[config.mk]
export PLATFORM = sky130hd
export DESIGN_NAME = axis_rx_msix_decoder_flat
export DESIGN_NICKNAME = d
export VERILOG_FILES = /design/src/rtl/axis_rx_msix_decoder.sv /design/src/flat_wrapper.sv
export SDC_FILE = /design/constraint.sdc
export NUM_CORES = 1
export LEC_CHECK = 0
export CAP_MARGIN = 20
export CORE_AREA = 5 5 243 245
export CTS_CLUSTER_SIZE = 14
export DETAILED_ROUTE_END_ITERATION = 7
export DIE_AREA = 0 0 248 250
export GPL_TIMING_DRIVEN = 0
export PLACE_DENSITY = 0.59
export SKIP_CTS_REPAIR_TIMING = 1
export SLEW_MARGIN = 5
export SYNTH_ARGS = -nofsm -noshare
export SYNTH_HDL_FRONTEND = slang
export SYNTH_SLANG_ARGS = --single-unit
[constraint.sdc]
create_clock -name clk -period 7.2 [get_ports clk]
set_clock_uncertainty 0.2 [all_clocks]
set_input_delay 1.08 -clock clk [delete_from_list [all_inputs] [get_ports clk]]
set_output_delay 1.08 -clock clk [all_outputs]
set_load 0.01 [all_outputs]
[src/rtl/axis_rx_msix_decoder.sv]
// Splits DM_INTR interrupt headers off an inbound TLP stream into an MSI-X vector FIFO;
// all other packets pass through untouched. Optional function filter: MSIX_RX_FUNC_FILTER_EN.

package pcie_ss_hdr_pkg;
  localparam logic [7:0] DM_INTR = 8'h30;

  typedef struct packed {
    logic [127:0] rsvd3;
    logic [47:0]  rsvd2;
    logic [15:0]  vector_num;
    logic [10:0]  vf_num;
    logic         vf_active;
    logic [2:0]   pf_num;
    logic [16:0]  rsvd1;
    logic [23:0]  rsvd0;
    logic [7:0]   fmt_type;
  } PCIe_IntrHdr_t;
endpackage

interface pcie_ss_axis_if #(
  parameter int DATA_W = 256,
  parameter int USER_W = 10
);
  logic                tvalid;
  logic                tready;
  logic                tlast;
  logic [DATA_W-1:0]   tdata;
  logic [DATA_W/8-1:0] tkeep;
  logic [USER_W-1:0]   tuser_vendor;

  modport source (output tvalid, tlast, tdata, tkeep, tuser_vendor, input tready);
  modport sink   (input tvalid, tlast, tdata, tkeep, tuser_vendor, output tready);
endinterface

module axis_rx_msix_decoder
  import pcie_ss_hdr_pkg::*;
#(
  parameter int PF_NUM     = 0,
  parameter int VF_NUM     = 0,
  parameter int VF_ACTIVE  = 0,
  parameter int FIFO_DEPTH = 16
) (
  input  logic                  clk,
  input  logic                  rst_n,
  pcie_ss_axis_if.sink          axis_rx_if,
  pcie_ss_axis_if.source        axis_fwd_if,
  output logic                  msix_valid,
  output logic [15:0]           msix_num,
  input  logic                  msix_ready,
  output logic [15:0]           msix_drop_cnt
);
  localparam int AW = $clog2(FIFO_DEPTH);

  typedef enum logic [1:0] {ST_SOP, ST_FWD, ST_CONSUME} state_t;

  state_t        r_state, w_state_nxt;
  PCIe_IntrHdr_t w_hdr;
  logic          w_is_intr, w_pass, w_rdy, w_fvld, w_acc, w_push, w_pop;
  logic          w_unused_hdr;
  logic [15:0]   r_mem [FIFO_DEPTH];
  logic [AW-1:0] r_wptr, r_rptr;
  logic [AW:0]   r_count, w_count_nxt;
  logic          r_full;

  assign w_hdr        = PCIe_IntrHdr_t'(axis_rx_if.tdata[$bits(PCIe_IntrHdr_t)-1:0]);
  assign w_unused_hdr = ^w_hdr;
  assign w_is_intr    = axis_rx_if.tuser_vendor[0] && (w_hdr.fmt_type == DM_INTR);

`ifdef MSIX_RX_FUNC_FILTER_EN
  logic [15:0] r_drop_cnt;

  assign w_pass = (w_hdr.pf_num == 3'(PF_NUM)) && (w_hdr.vf_num == 11'(VF_NUM)) &&
                  (w_hdr.vf_active == 1'(VF_ACTIVE));

  always_ff @(posedge clk) begin
    if (!rst_n)
      r_drop_cnt <= '0;
    else if (w_acc && r_state == ST_SOP && w_is_intr && !w_pass && r_drop_cnt != 16'hFFFF)
      r_drop_cnt <= r_drop_cnt + 16'd1;
  end

  assign msix_drop_cnt = r_drop_cnt;
`else
  assign w_pass        = 1'b1;
  assign msix_drop_cnt = '0;
`endif

  // Ready/valid steering and packet-boundary tracking; both outputs held low in reset.
  always_comb begin
    w_state_nxt = r_state;
    w_rdy       = 1'b0;
    w_fvld      = 1'b0;
    w_acc       = 1'b0;
    if (rst_n) begin
      unique case (r_state)
        ST_SOP: begin
          if (w_is_intr) begin
            // Filtered-out interrupts are always swallowed, even with a full FIFO.
            w_rdy = w_pass ? !r_full : 1'b1;
          end else begin
            w_rdy  = axis_fwd_if.tready;
            w_fvld = axis_rx_if.tvalid;
          end
        end
        ST_FWD: begin
          w_rdy  = axis_fwd_if.tready;
          w_fvld = axis_rx_if.tvalid;
        end
        ST_CONSUME: w_rdy = 1'b1;
        default: w_rdy = 1'b0;
      endcase
      w_acc = axis_rx_if.tvalid && w_rdy;
      if (w_acc) begin
        if (r_state == ST_SOP) begin
          if (!axis_rx_if.tlast) w_state_nxt = w_is_intr ? ST_CONSUME : ST_FWD;
        end else if (axis_rx_if.tlast) begin
          w_state_nxt = ST_SOP;
        end
      end
    end
  end

  assign axis_rx_if.tready         = w_rdy;
  assign axis_fwd_if.tvalid        = w_fvld;
  assign axis_fwd_if.tdata         = axis_rx_if.tdata;
  assign axis_fwd_if.tkeep         = axis_rx_if.tkeep;
  assign axis_fwd_if.tlast         = axis_rx_if.tlast;
  assign axis_fwd_if.tuser_vendor  = axis_rx_if.tuser_vendor;

  assign w_push = w_acc && (r_state == ST_SOP) && w_is_intr && w_pass;
  assign w_pop  = msix_valid && msix_ready;

  always_comb begin
    w_count_nxt = r_count;
    if (w_push && !w_pop)      w_count_nxt = r_count + 1'b1;
    else if (!w_push && w_pop) w_count_nxt = r_count - 1'b1;
  end

  always_ff @(posedge clk) begin
    if (!rst_n) begin
      r_state <= ST_SOP;
      r_wptr  <= '0;
      r_rptr  <= '0;
      r_count <= '0;
      r_full  <= 1'b0;
    end else begin
      r_state <= w_state_nxt;
      if (w_push) r_wptr <= r_wptr + 1'b1;
      if (w_pop)  r_rptr <= r_rptr + 1'b1;
      r_count <= w_count_nxt;
      r_full  <= (w_count_nxt == (AW+1)'(FIFO_DEPTH));
    end
  end

  // Vector storage carries no reset; occupancy alone decides what is visible.
  always_ff @(posedge clk) begin
    if (w_push) r_mem[r_wptr] <= w_hdr.vector_num;
  end

  assign msix_valid = (r_count != '0);
  assign msix_num   = r_mem[r_rptr];
endmodule

[src/flat_wrapper.sv]
// flat-port wrapper written by rule: the top's interface ports become plain ports
module axis_rx_msix_decoder_flat import pcie_ss_hdr_pkg::*;
#(
  parameter int PF_NUM     = 0,
  parameter int VF_NUM     = 0,
  parameter int VF_ACTIVE  = 0,
  parameter int FIFO_DEPTH = 16
)
  (clk, rst_n, msix_valid, msix_num, msix_ready, msix_drop_cnt, axis_rx_if_tvalid, axis_rx_if_tlast, axis_rx_if_tdata, axis_rx_if_tkeep, axis_rx_if_tuser_vendor, axis_rx_if_tready, axis_fwd_if_tvalid, axis_fwd_if_tlast, axis_fwd_if_tdata, axis_fwd_if_tkeep, axis_fwd_if_tuser_vendor, axis_fwd_if_tready);
  pcie_ss_axis_if axis_rx_if_i ();
  pcie_ss_axis_if axis_fwd_if_i ();
  input  logic clk;
  input  logic rst_n;
  output logic msix_valid;
  output logic [15:0] msix_num;
  input  logic msix_ready;
  output logic [15:0] msix_drop_cnt;
  input wire logic [$bits(axis_rx_if_i.tvalid)-1:0] axis_rx_if_tvalid;
  input wire logic [$bits(axis_rx_if_i.tlast)-1:0] axis_rx_if_tlast;
  input wire logic [$bits(axis_rx_if_i.tdata)-1:0] axis_rx_if_tdata;
  input wire logic [$bits(axis_rx_if_i.tkeep)-1:0] axis_rx_if_tkeep;
  input wire logic [$bits(axis_rx_if_i.tuser_vendor)-1:0] axis_rx_if_tuser_vendor;
  output wire logic [$bits(axis_rx_if_i.tready)-1:0] axis_rx_if_tready;
  output wire logic [$bits(axis_fwd_if_i.tvalid)-1:0] axis_fwd_if_tvalid;
  output wire logic [$bits(axis_fwd_if_i.tlast)-1:0] axis_fwd_if_tlast;
  output wire logic [$bits(axis_fwd_if_i.tdata)-1:0] axis_fwd_if_tdata;
  output wire logic [$bits(axis_fwd_if_i.tkeep)-1:0] axis_fwd_if_tkeep;
  output wire logic [$bits(axis_fwd_if_i.tuser_vendor)-1:0] axis_fwd_if_tuser_vendor;
  input wire logic [$bits(axis_fwd_if_i.tready)-1:0] axis_fwd_if_tready;
  assign axis_rx_if_i.tvalid = axis_rx_if_tvalid;
  assign axis_rx_if_i.tlast = axis_rx_if_tlast;
  assign axis_rx_if_i.tdata = axis_rx_if_tdata;
  assign axis_rx_if_i.tkeep = axis_rx_if_tkeep;
  assign axis_rx_if_i.tuser_vendor = axis_rx_if_tuser_vendor;
  assign axis_rx_if_tready = axis_rx_if_i.tready;
  assign axis_fwd_if_tvalid = axis_fwd_if_i.tvalid;
  assign axis_fwd_if_tlast = axis_fwd_if_i.tlast;
  assign axis_fwd_if_tdata = axis_fwd_if_i.tdata;
  assign axis_fwd_if_tkeep = axis_fwd_if_i.tkeep;
  assign axis_fwd_if_tuser_vendor = axis_fwd_if_i.tuser_vendor;
  assign axis_fwd_if_i.tready = axis_fwd_if_tready;
  axis_rx_msix_decoder #(.PF_NUM(PF_NUM), .VF_NUM(VF_NUM), .VF_ACTIVE(VF_ACTIVE), .FIFO_DEPTH(FIFO_DEPTH)) u_core (.clk(clk), .rst_n(rst_n), .axis_rx_if(axis_rx_if_i), .axis_fwd_if(axis_fwd_if_i), .msix_valid(msix_valid), .msix_num(msix_num), .msix_ready(msix_ready), .msix_drop_cnt(msix_drop_cnt));
endmodule
==> Yosys cells after proc, flatten, opt, wreduce, memory -nomap -nowiden <==
Memories as Yosys holds them, arrays and structs flattened. A register that Yosys moved wholly into a read port is not among the register bits.
Index checks and enable logic that the tools add are counted.
{ "classes": {"muxes": 18, "addsub": 4, "n_eq_ne": 5, "reduce_logical": 14} }
{ "ops": {"columns": ["op", "n"], "rows": [
  ["5-bit two-way mux", 2],
  ["4-bit by 1-bit adder with 4-bit output (second input constant)", 2],
  ["8-bit by 6-bit == test with 1-bit output (second input constant)", 1],
  ["1-bit two-way mux", 8],
  ["2-bit two-way mux", 4],
  ["4-bit two-way mux", 2],
  ["1-bit logical AND", 7],
  ["5-bit by 1-bit adder with 5-bit output (second input constant)", 1],
  ["5-bit == test (second input constant)", 1],
  ["5-bit nonzero test", 1],
  ["5-bit by 1-bit subtractor with 5-bit output (second input constant)", 1],
  ["1-bit zero test", 3],
  ["1-bit case mux with 3 select lines", 1],
  ["3-bit AND reduction", 1],
  ["2-bit by 1-bit == test with 1-bit output (second input constant)", 1],
  ["2-bit == test (second input constant)", 1],
  ["2-bit zero test", 1],
  ["2-bit != test (second input constant)", 1],
  ["1-bit case mux with 2 select lines", 1],
  ["2-bit nonzero test", 1]
]} }
{ "word_totals": {"output_inout_bits": 334, "input_bits": 304, "reg_bits": 16, "memories": 1, "mem_bits_rw": 256} }
{ "memory_table": {"columns": ["memory", "words", "word_bits", "rd", "rd_ports_with_merged_regs", "write_ports", "line", "rtl"], "rows": [
  ["u_core.r_mem", 16, 16, 1, 1, 1, "axis_rx_msix_decoder.sv:60", "logic [15:0] r_mem [FIFO_DEPTH];"]
]} }

==> Depth between registers and ports, before layout <==
Gate-level depths: netlist (run 1).
{ "depth": {"depth_word": 14, "depth_mapped": 8} }

==> Worst setup path before layout (run 1) <==
Ideal clock, no wire load.
{ "synth_path": {"path_kind": "in2reg", "startpoint": "input port rst_n", "endpoint": "memory u_core.r_mem[0][0], enable pin", "arrival_time_ns": 3.239, "setup_time_ns": 0.430, "path_stages": 5, "n_path_buf": 1, "setup_slack_ns": 3.331, "required_ns": 6.570, "path_cell_list": "clkbuf_2 nand3b_1 nor2_1 nand4_1 nor4_1"} }
{ "synth_via": {"elab_chain_len": 5} }
{ "synth_lines": {"columns": ["element", "line", "rtl"], "rows": [
  ["start: declaration", "flat_wrapper.sv:13", "input logic rst_n;"],
  ["1-bit two-way mux", "axis_rx_msix_decoder.sv:94", "if (rst_n) begin"],
  ["1-bit logical AND (2 in series)", "axis_rx_msix_decoder.sv:130", "assign w_push = w_acc && (r_state == ST_SOP) && w_is_intr && w_pass;"],
  ["1-bit two-way mux", "axis_rx_msix_decoder.sv:157", "if (w_push) r_mem[r_wptr] <= w_hdr.vector_num;"],
  ["1-bit two-way mux (implied by the code)", "axis_rx_msix_decoder.sv:157", null],
  ["end: declaration", "axis_rx_msix_decoder.sv:60", null]
]} }
Every way passes these cells.

==> results.yml, run 1 <==
critical_path:
  path_max_fanout: 10
  r2r.worst_path.cells: 4
  timing.critical_path.to_type: "output port"
  critPathRequiredTime_ns: 5.92
  worst-endpoint-arrival_ns: 3.49
  ff2ff_setup_slack_ns: 4.22
  crit-reg2reg-launch: "u_core.r_full"
  crit-reg2reg-capture: "u_core.r_mem[4][4]"
  critical_path_class: "flop to output port"
  worstSetupStartpointType: "flop"
logic_synthesis:
  synth_top_cells_by_area: "sky130_fd_sc_hd__edfxtp_1 58%, sky130_fd_sc_hd__buf_4 18%, sky130_fd_sc_hd__mux4_2 14%"
  synth_largest_type_area_fraction_pct: 58.34
  yosysUniqueCellTypes: 46
  ys_dominant_reg_cell: "sky130_fd_sc_hd__edfxtp_1"
  seq_area_frac_synth_pct: 61.38
  post_synth_most_frequent_cells: "316 x sky130_fd_sc_hd__buf_4, 256 x sky130_fd_sc_hd__edfxtp_1, 80 x sky130_fd_sc_hd__mux4_2"
  netlist_area_um2: 13180
  async_flop_share_pct: 0
  ffs_latches_synth: 276
  synth.yosys.warnings: 0
  post-synth-top-count-cell: "sky130_fd_sc_hd__buf_4"
  synth-edff-count: 256
  synth_area_leader: "sky130_fd_sc_hd__edfxtp_1"
  netlist_instances: 816
  synth.avg_cell_area_um2: 16.15
timing:
  post-route-period-util_pct: 66.31
  slew_headroom_pct: 26.32
  max_slew.worst_pin.slew_ns: 1.105
  maxSlewViolCount: 0
  final_min_period_ns: 4.775
  final_hold_viol_count: 0
  max_freq_ghz: 0.2094
  setup_viol: 0
  grt_setup_unrepaired: "false"
  fin_tns_setup_ns: 0
finish:
  final_area_um2: 18630
  synthToLayoutAreaGrowth_pct: 41.41
  register_area_um2: 8088
  post_route_cells_drive_above_1_share_pct: 37.94
  nFillCells: 5599
  multiInputGateArea_um2: 2664
  post_layout_net_count: 1529
detailed_routing:
  drcViolationCount: 0
  first_pass_detailed_route_iteration_total: 5
  via_per_inst: 4.027
  via_count: 8083
  routed_wirelength_mm: 55.67
  drt-wirelength-per-cell_um: 27.74
  drt_antenna_net_count: 0
  drt-initial-drc-count: 688
floorplan:
  floorplan.initialDensity_pct: 23.15
  die_x_um: 248
  chipHeight_um: 250
  top_level_ports: 638
  fp.dieArea_um2: 62000
  design.core.area_um2: 56920
  rows: 88
placed_design:
  portBuffers: 347
  detailed_place.area_um2: 17820
  dp_hpwl_mm: 46.02
  globalplace.congestion: 1.058
clock_tree:
  cts_tree: "built"
  root_buffer: "sky130_fd_sc_hd__clkbuf_16"
  clk_latency_ns: 0.52
  cts_htree_levels: 1
  cts_sinks: 276
  numCtsBuffers: 26
  cts-root-to-sink-buffers: 3
  clk_pin_slew_worst_paths_ns: 0.06
grt:
  via_count_of_the_first_global_routing_pass: 8351
  grt_antenna_before_repair: 20
  global_route_usage_over_all_layers_pct: 17.12
  grt_max_degree: 18
  grt_first_pass_wirelength_mm: 73.24
  globalRoute.totalOverflow: 0
power:
  p_per_area_nw_per_um2: 226.4
  vdd.ir_drop.worst_mv: 0.1925
  p_leak_nw: 6.661
run_status:
  status: "completed"
min_path:
  start_point_of_the_worst_min_delay_path: "u_core.r_rptr[3]"
  holdPathStages: 2
  worstHoldPathType: "flop to flop"
job:
  cap_violations: 0
==> kinds of logic after synthesis <==
family | count (synthesis) | share of synthesized area [%]
buffers and inverters | 349 | 19.10
flip-flops | 276 | 61.38
multiplexers | 84 | 13.99
AND/OR/NAND/NOR | 75 | 3.447
AO/OA/AOI/OAI | 15 | 0.7977
XOR/XNOR | 9 | 0.5983
adder cells (fa/ha/maj) | 7 | 0.6647
other | 1 | 0.02846
==> sequential cells by signal (all words and copies together) (netlist names), named ones only <==
name,flops
u_core.r_full,1
u_core.r_rptr,4
u_core.r_state,2
u_core.r_count,5
u_core.r_mem,256
u_core.r_wptr,4
==> metrics by stage <==
step	hold WS (ns)	util, %	worst slack (ns)	cells	total power [mW]
after floorplan	0.2702	-	3.331	831	2.491
after global placement	0.2904	31.03	0.8398	1943	2.967
after detailed placement	0.3134	31.30	2.491	1955	2.975
after CTS	0.3113	32.71	2.363	2001	4.260
after global routing	0.3439	32.71	2.273	2001	4.383
final	0.3173	32.73	2.425	2007	4.218
==> routing by layer <==
metal / part of all wire, % / wire (um) / track usage, %
met5: 0 / 0 / 1.669
met4: 0.53 / 296 / 1.427
met3: 8.4 / 4660 / 3.898
met2: 44 / 24670 / 25.26
met1: 47 / 26040 / 26.52
==> area by class of cell <==
type                            count  share of cell area, %
Clock buffer                       33                  3.740
Sequential cell                   276                  43.41
Buffer                            341                  13.34
Multi-Input combinational cell    206                  14.30
Timing Repair Buffer              359                  19.29
Inverter                            8                 0.1612
Clock inverter                     13                 0.5506
Antenna cell                        6                0.08058
Tap cell                          765                  5.137
==> power by group <==
part	internal (mW)	total (mW)	switching, mW	leakage (nW)
sequential	1.77	1.79	0.0188	2.46
combinational	0.636	1.14	0.508	3.81
clock	0.721	1.29	0.567	0.392
total	3.12	4.22	1.09	6.66
==> worst max-delay path: stages (launching register included) <==
cell	delay [ns]
sky130_fd_sc_hd__dfxtp_1	0.30
sky130_fd_sc_hd__clkbuf_1	0.50
sky130_fd_sc_hd__clkbuf_1	0.70
sky130_fd_sc_hd__mux4_2	0.42
sky130_fd_sc_hd__mux4_2	0.53
sky130_fd_sc_hd__clkdlybuf4s50_1	0.51
==> worst max-delay path by stage <==
stage	from	end	slack (ns)	cells past startpoint
floorplan	rst_n	u_core.r_mem[0][0]	3.33	5
global placement	axis_rx_if_tdata[0]	u_core.r_mem[2][6]	0.84	4
detailed placement	axis_rx_if_tdata[2]	axis_rx_if_tready	2.49	7
CTS	flop	msix_num[10]	2.36	5
global route	flop	msix_num[14]	2.27	5
finish	flop	msix_num[9]	2.43	5
==> placed cells by master, fill, tap and decap left out, types with 4 or more instances in the layout <==
cell type                         instances
sky130_fd_sc_hd__a21boi_0                 4
sky130_fd_sc_hd__and2_1                  17
sky130_fd_sc_hd__buf_2                    8
sky130_fd_sc_hd__buf_4                  324
sky130_fd_sc_hd__buf_8                    4
sky130_fd_sc_hd__clkbuf_1                17
sky130_fd_sc_hd__clkbuf_16               26
sky130_fd_sc_hd__clkdlybuf4s50_1        347
sky130_fd_sc_hd__clkinv_1                 4
sky130_fd_sc_hd__clkinv_2                 5
sky130_fd_sc_hd__conb_1                  16
sky130_fd_sc_hd__dfxtp_1                 20
sky130_fd_sc_hd__diode_2                  6
sky130_fd_sc_hd__edfxtp_1               256
sky130_fd_sc_hd__ha_1                     7
sky130_fd_sc_hd__inv_1                    8
sky130_fd_sc_hd__mux4_2                  80
sky130_fd_sc_hd__nand2_1                  7
sky130_fd_sc_hd__nand3_1                  6
sky130_fd_sc_hd__nor2_1                  10
sky130_fd_sc_hd__nor2_2                   4
sky130_fd_sc_hd__nor3b_1                  4
sky130_fd_sc_hd__nor4_2                   4
sky130_fd_sc_hd__xnor2_1                  7
Power figures use the tool's default switching activity.
==> run 2: changes to the inputs <==
Settings changed: CORE_AREA 5 5 243 245 to 5 5 246 248, DIE_AREA 0 0 248 250 to 0 0 251 253, PLACE_DENSITY 0.59 to 0.6.
Clock period 7.2 ns to 4.06 ns, I/O delays scaled along.
==> results.yml, run 2 (synthesis results as in run 1) <==
detailed_routing:
  drt_antenna_net_count: 0
  routed_wirelength_mm: 58.77
  via_count: 8217
  via_per_inst: 4.078
  first_pass_detailed_route_iteration_total: 4
  drt-initial-drc-count: 585
  drcViolationCount: 0
  drt-wirelength-per-cell_um: 29.17
grt:
  globalRoute.totalOverflow: 0
  global_route_usage_over_all_layers_pct: 17.42
  gr-usage-met3_pct: 7.868
  grt_antenna_before_repair: 18
  grt_first_pass_wirelength_mm: 76.33
  global_route_track_usage_on_met2_pct: 25.57
  grt-busiest-layer: "met2"
  via_count_of_the_first_global_routing_pass: 8534
  grtUsageMet1_pct: 24.89
  grt_max_degree: 18
timing:
  post-route-period-util_pct: 96.17
  slew_headroom_pct: 26.84
  max_slew.worst_pin.slew_ns: 1.097
  maxSlewViolCount: 0
  hold-worst-slack_ns: 0.3004
  setup_viol: 0
  max_freq_ghz: 0.2561
  final_min_period_ns: 3.905
  final_hold_viol_count: 0
  grt_setup_unrepaired: "false"
finish:
  reg_top3: "u_core.r_mem (256), u_core.r_count (5)"
  post_layout_net_count: 1531
  synthToLayoutAreaGrowth_pct: 41.84
  post_route_cells_drive_above_1_share_pct: 38.23
  layout.cells.most_common: "sky130_fd_sc_hd__clkdlybuf4s50_1"
  instances_no_fill: 2015
  largest-register: "u_core.r_mem"
  layout.cells.most_common_list: "346 x sky130_fd_sc_hd__clkdlybuf4s50_1, 327 x sky130_fd_sc_hd__buf_4, 256 x sky130_fd_sc_hd__edfxtp_1"
  largest_reg_flops: 256
floorplan:
  fp.dieArea_um2: 63500
  design.core.area_um2: 58240
  top_level_ports: 638
  chipHeight_um: 253
  die_x_um: 251
  rows: 89
  floorplan.initialDensity_pct: 22.62
power:
  comb_power_share_pct: 27.3
  netSwitchingPower_mw: 1.936
  intPower_mw: 5.606
  seq_power_share_pct: 42.1
  power_frac_clock_pct: 30.6
  p_leak_nw: 6.712
  p_per_area_nw_per_um2: 403.5
  power.switching_fraction_pct: 25.67
  vdd.ir_drop.worst_mv: 0.3014
critical_path:
  worstSetupStartpointType: "flop"
  path_max_fanout: 10
  timing.critical_path.to_type: "output port"
  critical_path_class: "flop to output port"
  critPathRequiredTime_ns: 3.25
  worst-endpoint-arrival_ns: 3.10
clock_tree:
  clk_latency_ns: 0.52
  numCtsBuffers: 26
  cts_sinks: 276
  cts_htree_levels: 1
  cts_tree: "built"
  root_buffer: "sky130_fd_sc_hd__clkbuf_16"
  cts-root-to-sink-buffers: 3
  clk_pin_slew_worst_paths_ns: 0.06
job:
  cap_violations: 0
placed_design:
  portBuffers: 347
  globalplace.congestion: 1.043
  placed_cells_incl_taps: 1966
  dp_hpwl_mm: 48.78
min_path:
  worstHoldPathType: "primary input to flop"
run_status:
  status: "completed"
-- run 2: routing by layer --
metal / wire (um) / vias to the layer above / share of wire [%]
met1: 26280 / 4195 / 45
met3: 6484 / 61 / 11
met4: 402 / 8 / 0.68
li1: - / 3512 / -
met5: 35 / - / 0.060
met2: 25570 / 441 / 44
-- run 2: final cells by class --
type | instances | area, um2
buffer | 340 | 2505
sequential | 276 | 8088
clock buffer | 31 | 690.7
timing repair buffer | 362 | 3618
tap | 773 | 967.2
clock inverter | 17 | 121.4
fill | 5692 | 39550
inverter | 8 | 30.03
multi-input combinational | 206 | 2664
antenna | 2 | 5.005
-- run 2: path summary, 6_finish.rpt --
kind,cells after the start,to,start,slack [ns]
hold / removal,2,u_core.r_count[4],rst_n,0.30
setup / recovery,5,msix_num[2],flop,0.16
hold reg to reg,2,flop,u_core.r_rptr[3],0.33
setup reg to reg,4,u_core.r_mem[6][6],u_core.r_full,0.99
-- run 2: critical path, stage by stage (launching register included) --
cell,delay (ns)
sky130_fd_sc_hd__dfxtp_1,0.30
sky130_fd_sc_hd__buf_2,0.27
sky130_fd_sc_hd__clkbuf_4,0.37
sky130_fd_sc_hd__mux4_2,0.59
sky130_fd_sc_hd__mux4_2,0.53
sky130_fd_sc_hd__clkdlybuf4s50_1,0.51
-- run 2: stage by stage --
step                      area [um2]  worst slack [ns]  util (%)  setup TNS, ns  power, mW
after floorplan                13230            0.6617         -              0      4.417
after global placement         17670            -2.201     30.35        -142.26      5.293
after detailed placement       17850           -0.1282     30.65        -0.1282      5.302
after CTS                      18660           -0.2956     32.05         -3.785      7.605
after global routing           18680           0.03899     32.08              0      7.840
final                          18690            0.1554     32.09              0      7.542
-- run 2: power by group through the flow --
stage,sequential (mW),clock [mW],combinational (mW)
finish,3.17,2.30,2.06
global route,3.18,2.47,2.20
CTS,3.17,2.35,2.09
detailed placement,3.23,0,2.07
global placement,3.23,0,2.07
floorplan,3.22,0,1.20
==> run 3: changes to the inputs <==
Settings changed: ABC_AREA set to 0, CTS_CLUSTER_SIZE 14 to not set.
==> results.yml, run 3 (synthesis results as in run 1) <==
run_status:
  status: "completed"
clock_tree:
  cts-root-to-sink-buffers: 3
  clk_latency_ns: 0.51
  numCtsBuffers: 26
  clk_pin_slew_worst_paths_ns: 0.06
  cts_sinks: 276
  cts_htree_levels: 1
  cts_tree: "built"
  root_buffer: "sky130_fd_sc_hd__clkbuf_16"
power:
  p_total_mw: 7.541
  vdd.ir_drop.worst_mv: 0.3010
  p_per_area_nw_per_um2: 403.6
  power_frac_clock_pct: 30.5
  p_leak_nw: 6.712
  seq_power_share_pct: 42.1
  netSwitchingPower_mw: 1.935
  power.switching_fraction_pct: 25.66
  comb_power_share_pct: 27.4
  intPower_mw: 5.606
critical_path:
  critical_path_s_top_delay_family: "buffers and inverters"
  crit_chain: "buf_2 > clkbuf_4 > mux4_2 > mux4_2 > clkdlybuf4s50_1"
  worst_path_largest_cell_delay_ns: 0.59
  worst-endpoint-arrival_ns: 3.10
  crit-reg2reg-capture: "u_core.r_mem[5][7]"
  worst_path_max_delay_cell: "sky130_fd_sc_hd__mux4_2"
  ff2ff_setup_slack_ns: 1.00
  worstSetupPathDepth: 5
  timing.critical_path.to_type: "output port"
  crit-reg2reg-launch: "u_core.r_full"
  critical_path_class: "flop to output port"
  r2r.worst_path.cells: 4
  critPathRequiredTime_ns: 3.25
  worstSetupStartpointType: "flop"
  path_max_fanout: 10
  worstPathBufferInverterCount: 3
  crit_path_frequent_cell: "sky130_fd_sc_hd__mux4_2"
grt:
  globalRoute.totalOverflow: 0
  grt_first_pass_wirelength_mm: 76.33
  via_count_of_the_first_global_routing_pass: 8534
  global_route_usage_over_all_layers_pct: 17.42
  grt_max_degree: 18
  grt_antenna_before_repair: 18
floorplan:
  floorplan.initialDensity_pct: 22.62
  top_level_ports: 638
  design.core.area_um2: 58240
  die_x_um: 251
  rows: 89
  chipHeight_um: 253
  fp.dieArea_um2: 63500
timing:
  grt_setup_unrepaired: "false"
  max_freq_ghz: 0.2561
  hold-worst-slack_ns: 0.2984
  max_slew.worst_pin.slew_ns: 1.085
  slew_headroom_pct: 27.68
  setup_viol: 0
  post-route-period-util_pct: 96.18
  final_min_period_ns: 3.905
  maxSlewViolCount: 0
  final_hold_viol_count: 0
finish:
  nFillCells: 5692
  synthToLayoutAreaGrowth_pct: 41.82
  reg_top3: "u_core.r_mem (256), u_core.r_count (5)"
  post_route_cells_drive_above_1_share_pct: 38.23
  largest_reg_flops: 256
  largest-register: "u_core.r_mem"
  post_layout_net_count: 1531
  layout.cells.most_common: "sky130_fd_sc_hd__clkdlybuf4s50_1"
  layout.cells.most_common_list: "346 x sky130_fd_sc_hd__clkdlybuf4s50_1, 327 x sky130_fd_sc_hd__buf_4, 256 x sky130_fd_sc_hd__edfxtp_1"
detailed_routing:
  routed_wirelength_mm: 58.77
  drt-wirelength-per-cell_um: 29.18
  drcViolationCount: 0
  drt-initial-drc-count: 604
  drt_antenna_net_count: 0
  first_pass_detailed_route_iteration_total: 5
  via_count: 8173
  via_per_inst: 4.058
placed_design:
  portBuffers: 347
  globalplace.congestion: 1.043
  dp_hpwl_mm: 48.78
min_path:
  holdPathStages: 2
  start_point_of_the_worst_min_delay_path: "rst_n"
  worstHoldPathType: "primary input to flop"
  min_to: "u_core.r_count[4]"
job:
  cap_violations: 0
run 3: cell types whose count changed in the layout (fill, tap and decap cells not counted), sizes merged:
cell	previous run	this run
diode	2	1
run 3: through the flow:
step	setup TNS [ns]	setup WS (ns)	area [um2]	instances	util (%)
floorplan	0	0.6617	13230	831	-
global placement	-142.26	-2.201	17670	1951	30.35
detailed placement	-0.1282	-0.1282	17850	1966	30.65
CTS	-3.785	-0.2956	18660	2014	32.05
global route	0	0.03899	18680	2013	32.08
finish	0	0.1552	18690	2014	32.09
run 3: worst max path at each step:
stage,startpoint,slack [ns],end
after floorplan,rst_n,0.66,u_core.r_mem[0][0]
after global placement,axis_rx_if_tdata[5],-2.20,u_core.r_mem[0][10]
after detailed placement,axis_rx_if_tdata[5],-0.13,axis_rx_if_tready
after CTS,flop,-0.30,msix_num[13]
after global routing,flop,0.04,msix_num[13]
final,flop,0.16,msix_num[2]
run 3: cell type report:
type	instances	area [um2]	area share [%]
antenna	1	2.502	0.01339
buffer	340	2505	13.40
clock inverter	17	121.4	0.6495
multi-input combinational	206	2664	14.26
timing repair buffer	362	3618	19.36
inverter	8	30.03	0.1607
clock buffer	31	690.7	3.696
tap	773	967.2	5.176
sequential	276	8088	43.28
run 3: power by group through the flow:
stage	registers (mW)	logic, mW	clock network [mW]
after detailed placement	3.23	2.07	0
after global placement	3.23	2.07	0
after floorplan	3.22	1.20	0
after global routing	3.18	2.20	2.47
final	3.17	2.07	2.30
after CTS	3.17	2.09	2.35
run 3: per-layer routing:
metal / share of wire [%] / routed length, um / vias up / global-route usage (%)
li1: - / - / 3507 / -
met1: 45 / 26210 / 4189 / 24.89
met2: 44 / 25570 / 416 / 25.57
met3: 11 / 6567 / 53 / 7.868
met4: 0.65 / 383 / 8 / 1.294
met5: 0.071 / 42 / - / 0
